$ cat config.mk
export PLATFORM = sky130hd
export DESIGN_NAME = input_controller
export DESIGN_NICKNAME = d
export VERILOG_FILES = /design/src/rtl/command.svh /design/src/rtl/input_controller_pkg.sv /design/src/rtl/input_controller_key_debouncer.sv /design/src/rtl/input_controller.sv
export SDC_FILE = /design/constraint.sdc
export NUM_CORES = 1
export LEC_CHECK = 0
export CORE_MARGIN = 2
export CORE_UTILIZATION = 33
export CTS_CLUSTER_DIAMETER = 40
export CTS_CLUSTER_SIZE = 16
export DETAILED_ROUTE_END_ITERATION = 8
export PLACE_DENSITY_LB_ADDON = 0.15
export SYNTH_ARGS = -nofsm -noshare
export SYNTH_HDL_FRONTEND = slang
export SYNTH_HIERARCHICAL = 1
export SYNTH_SLANG_ARGS = --single-unit
$ cat constraint.sdc
create_clock -name clk -period 3.8 [get_ports clk]
set_input_delay 0.76 -clock clk [delete_from_list [all_inputs] [get_ports clk]]
set_output_delay 0.76 -clock clk [all_outputs]
set_load 0.05 [all_outputs]
$ cat src/rtl/command.svh
// Game command encoding shared between the input front-end and the game FSM.
`ifndef COMMAND_SVH
`define COMMAND_SVH
`define COMMAND_T logic [1:0]
`define CMD_HIT   2'd0
`define CMD_STAND 2'd1
`define CMD_DEAL  2'd2
`define CMD_CLEAR 2'd3
`endif

$ cat src/rtl/input_controller_pkg.sv
// Shared types and helpers for the push-button front-end.
// The guarded command macros match command.svh so either may be read first.
`ifndef COMMAND_SVH
`define COMMAND_SVH
`define COMMAND_T logic [1:0]
`define CMD_HIT   2'd0
`define CMD_STAND 2'd1
`define CMD_DEAL  2'd2
`define CMD_CLEAR 2'd3
`endif

package input_controller_pkg;

    localparam int NUM_KEYS = 4;

    // Fixed priority: clear > deal > stand > hit.
    function automatic logic [1:0] selectCmd(input logic [NUM_KEYS-1:0] cand);
        logic [1:0] sel;
        sel = `CMD_HIT;
        if (cand[3]) begin
            sel = `CMD_CLEAR;
        end else if (cand[2]) begin
            sel = `CMD_DEAL;
        end else if (cand[1]) begin
            sel = `CMD_STAND;
        end else begin
            sel = `CMD_HIT;
        end
        return sel;
    endfunction

    // True when more than one candidate is set, i.e. something must be dropped.
    function automatic logic multiHit(input logic [NUM_KEYS-1:0] cand);
        return (cand & (cand - 4'd1)) != 4'd0;
    endfunction

endpackage

$ cat src/rtl/input_controller_key_debouncer.sv
// One key: synchronizer chain, debounce counter and registered press pulse.
module key_debouncer #(
    parameter int DEBOUNCE_CYCLES = 1_000_000,
    parameter int SYNC_STAGES     = 2
) (
    input  logic clk,
    input  logic rst_n,
    input  logic keyN,
    output logic press,
    output logic held
);

    localparam int CW = $clog2(DEBOUNCE_CYCLES);
    localparam logic [CW-1:0] CNT_LAST = CW'(DEBOUNCE_CYCLES - 1);

    logic [SYNC_STAGES-1:0] syncR;
    logic [CW-1:0]          cntR;
    logic                   stableR;
    logic                   pressR;
    logic                   heldR;
    logic                   syncBitS;

    assign syncBitS = syncR[SYNC_STAGES-1];

    // Plain shift chain; reset to released so no spurious press follows reset.
    always_ff @(posedge clk) begin
        if (!rst_n) begin
            syncR <= {SYNC_STAGES{1'b1}};
        end else begin
            syncR <= {syncR[SYNC_STAGES-2:0], keyN};
        end
    end

    // A change commits only after DEBOUNCE_CYCLES consecutive differing samples.
    always_ff @(posedge clk) begin
        if (!rst_n) begin
            cntR    <= {CW{1'b0}};
            stableR <= 1'b1;
            pressR  <= 1'b0;
            heldR   <= 1'b0;
        end else if (syncBitS != stableR) begin
            if (cntR == CNT_LAST) begin
                cntR    <= {CW{1'b0}};
                stableR <= syncBitS;
                heldR   <= ~syncBitS;
                pressR  <= ~syncBitS;
            end else begin
                cntR   <= cntR + CW'(1);
                pressR <= 1'b0;
            end
        end else begin
            cntR   <= {CW{1'b0}};
            pressR <= 1'b0;
        end
    end

    assign press = pressR;
    assign held  = heldR;

endmodule

$ cat src/rtl/input_controller.sv
// Push-button front-end: four debounced keys feeding a prioritized,
// single-entry valid/ready command holding register.
module input_controller
    import input_controller_pkg::*;
#(
    parameter int DEBOUNCE_CYCLES = 1_000_000,
    parameter int SYNC_STAGES     = 2
) (
    input  logic       clk,
    input  logic       rst_n,
    input  logic [3:0] key_n,
    input  logic [3:0] cmd_enable,
    input  logic       cmd_ready,
    output logic       cmd_valid,
    output logic [1:0] cmd,
    output logic [3:0] key_held,
    output logic       cmd_dropped
);

    logic [NUM_KEYS-1:0] pressS;
    logic [NUM_KEYS-1:0] heldS;
    logic [NUM_KEYS-1:0] candS;
    logic                anyCandS;
    logic                validR;
    `COMMAND_T           cmdR;
    logic                droppedR;

    for (genvar i = 0; i < NUM_KEYS; i++) begin : gKey
        key_debouncer #(
            .DEBOUNCE_CYCLES(DEBOUNCE_CYCLES),
            .SYNC_STAGES    (SYNC_STAGES)
        ) uKey (
            .clk  (clk),
            .rst_n(rst_n),
            .keyN (key_n[i]),
            .press(pressS[i]),
            .held (heldS[i])
        );
    end

    // Disabled keys never become candidates, so they cannot raise a drop.
    always_comb begin
        candS    = {NUM_KEYS{1'b0}};
        anyCandS = 1'b0;
        candS    = pressS & cmd_enable;
        anyCandS = |candS;
    end

    // Holding register: loads when empty or when the current entry is taken.
    always_ff @(posedge clk) begin
        if (!rst_n) begin
            validR   <= 1'b0;
            cmdR     <= `CMD_HIT;
            droppedR <= 1'b0;
        end else if (anyCandS) begin
            if (!validR || cmd_ready) begin
                validR   <= 1'b1;
                cmdR     <= selectCmd(candS);
                droppedR <= multiHit(candS);
            end else begin
                droppedR <= 1'b1;
            end
        end else begin
            droppedR <= 1'b0;
            if (validR && cmd_ready) begin
                validR <= 1'b0;
            end else begin
                validR <= validR;
            end
        end
    end

    assign cmd_valid   = validR;
    assign cmd         = cmdR;
    assign cmd_dropped = droppedR;
    assign key_held    = heldS;

endmodule

==> metrics.md <==
| Metric | Value |
|---|---|
| Status | `complete, no violations` |
| Final setup fails | `0` |
| Max Clock Skew | `9.74 ps` |
| Worst path max stage delay | `830 ps` |
| Die Ht | `122 µm` |
| Final Power | `2.08 mW` |
| Synth Register Bits | `104` |
| Die Footprint | `14900 µm²` |
| Relative slew margins | `47.8%` |
| Routed met1 length | `4.77 mm` |
| Clock sinks | `104` |
| Leakage dissipation | `1.66 nW` |
| Metal3 WL | `372 µm` |
| F_max | `429 MHz` |
| Final core occ | `38.4%` |
| Most common cell in the synthesized netlist | `dfxtp_1` |
| TritonCTS clock tree | `built` |
| Top cells by area, synth | `dfxtp_1 45%, xnor2_1 5.3%, nor2_1 4.3%` |
| Total Wirelength | `9.10 mm` |
| Iteration-0 DRC Markers | `248` |
| Nets@finish | `545` |
| Worst Setup Start Kind | `flop` |
| Setup TNS | `0 ps` |
| Buf/Inv on CP | `1` |
| Pin count of the biggest net entering global routing | `23` |
| Multi-input logic area | `2370 µm²` |
| Pre-Repair DR Iteration Count | `4` |
| Cell taking the most area after synthesis | `dfxtp_1` |
| Total grt overflow | `0` |
| Post-synthesis sequential area ratio | `45.4%` |
| H-tree levels | `3` |
| Max-slew violation count | `0` |
| Dpl hpwl | `6.34 mm` |
| Routed WL per cell | `12.7 µm` |
| MaxCap Viol Count | `0` |
| Post-Synthesis Cells | `512` |
| Register-to-register setup slack | `1660 ps` |
| Starting density of the core | `33.5%` |
| Clock Path Buffers | `2` |
| Max Used Layer | `met4` |
| PD cells | `394 nW/µm²` |
| Slowest cell on crit path | `clkdlybuf4s50_1` |
| Crit share post-route | `61.4%` |
| Via density | `5.07` |
| Die X | `122 µm` |
| Area share of the largest cell type after synthesis | `45.4%` |
| Met2 wire length | `3.87 mm` |
| Setup bufs post-CTS | `0` |
| Initial antenna violation count | `0` |
| Fill count | `1414` |
| Cell variety after synth | `37` |
| Class of the worst hold path | `reg2reg` |
| Clock-pin slew on the worst setup and hold paths | `70 ps` |
| CTS Root Cell | `clkbuf_16` |
| Top Family by Delay on Critical Path | `buffers and inverters` |
| Final ANT Viol Nets | `0` |
| # IOs | `19` |
| Final hold vios | `0` |
| Share of cells above drive strength 1 | `6.36%` |
| Ys async rst share | `0%` |
| Min cycle time layout | `2330 ps` |
| CP cell instances | `clkdlybuf4s50_1` |
| Main synth FF type | `dfxtp_1` |
| TritonCTS Buffers | `9` |
| Global-route wire length before repair | `15.2 mm` |
| Row count | `43` |
| Number of port buffers | `18` |
| Mapped Area | `4590 µm²` |
| Nature of the critical path endpoint | `primary output` |
| Syn Nets | `527` |
| Syn Area/Cell | `8.97 µm²` |
| Vias | `3622` |
| Critical path class | `reg2out` |
| Cts repair resizes | `0` |
| DRC | `0` |
| Skew-Pair Late Insertion Delay | `350 ps` |
| Worst EP required | `3040 ps` |
| FF+latch area | `2080 µm²` |
| Max FO, Critical Path | `2` |
| Hold slack final | `409 ps` |
| Total Routing Usage GR | `12.7%` |
| Core box area | `13700 µm²` |
| Yosys warnings | `6` |
| Area growth from synthesis to layout | `14.9%` |
| Critical Path AT | `1570 ps` |
| RSZ-0062 raised after global routing | `false` |
| Peak supply drop | `0.000239 V` |
| Post-synth EDFFs | `0` |
| Vias in the first global route | `3310` |
| Worst slew pin tran | `780 ps` |
| Hold buffers post-CTS | `0` |
| Synth cell count leaders | `104 x dfxtp_1, 52 x nor2_1, 37 x nand3_1` |
| # diodes | `0` |
| Routability cong. | `0.746` |
cell usage in the layout (no fill, tap or decap), types with 16 or more instances in the layout:
cell type,n
clkdlybuf4s50_1,18
nand3_1,37
or3_1,16
o21ai_0,21
dfxtp_1,104
nand2_1,28
nor2_1,52
or4_1,20
inv_1,20
xnor2_1,28
a21oi_1,30
xor2_1,20
state kept, by name (all words and copies together) (netlist names):
name	flops
cmd	2
cmd_dropped	1
cmd_valid	1
gKey.uKey/cntR	80
gKey.uKey/held	4
gKey.uKey/press	4
gKey.uKey/stableR	4
gKey.uKey/syncR	8
logic make-up (layout without fill, tap and decap cells):
group | count (synthesis) | after routing | share of synthesized area (%)
AND/OR/NAND/NOR | 233 | 233 | 29.2
XOR/XNOR | 48 | 48 | 9.16
buffers and inverters | 36 | 59 | 3.05
AO/OA/AOI/OAI | 87 | 87 | 12.1
adder cells (fa/ha/maj) | 4 | 4 | 1.09
flip-flops | 104 | 104 | 45.4
power by group:
group / switching (mW) / internal (mW)
clock network: 0.428 / 0.521
logic: 0.0190 / 0.0161
registers: 0.00248 / 1.09
routing by layer:
metal | global-route usage (%) | vias up
met1 | 16.3 | 1687
met2 | 20.2 | 40
met5 | 0 | -
met3 | 4.49 | 7
li1 | - | 1888
met4 | 3.45 | 0
area by class of cell:
| type | instances | area share (%) |
|---|---|---|
| well taps | 180 | 4.27 |
| clock buffers | 10 | 4.34 |
| multi-input cells | 372 | 44.9 |
| repair buffers | 23 | 4.13 |
| clock inverters | 6 | 1.42 |
| flip-flops and latches | 104 | 39.5 |
| inverters | 20 | 1.42 |
per-stage QoR:
stage	setup slack, ps	cell area [µm²]	std cells
2_1_floorplan	1830	4590	512
3_3_place_gp	1330	4970	699
3_5_place_dp	1300	4970	699
4_1_cts	1450	5270	715
5_1_grt	1350	5270	715
6_report	1470	5270	715
path summary, 6_finish.rpt:
path	startpoint	end	depth (start not counted)
max	cmd[1]	cmd[1]	1
min	gKey[1].uKey/syncR[0]	gKey[1].uKey/syncR[1]	1
max reg2reg	gKey[1].uKey/cntR[0]	gKey[1].uKey/cntR[18]	5
min reg2reg	gKey[1].uKey/syncR[0]	gKey[1].uKey/syncR[1]	1
Note: power is estimated with default switching activity, not from simulation.
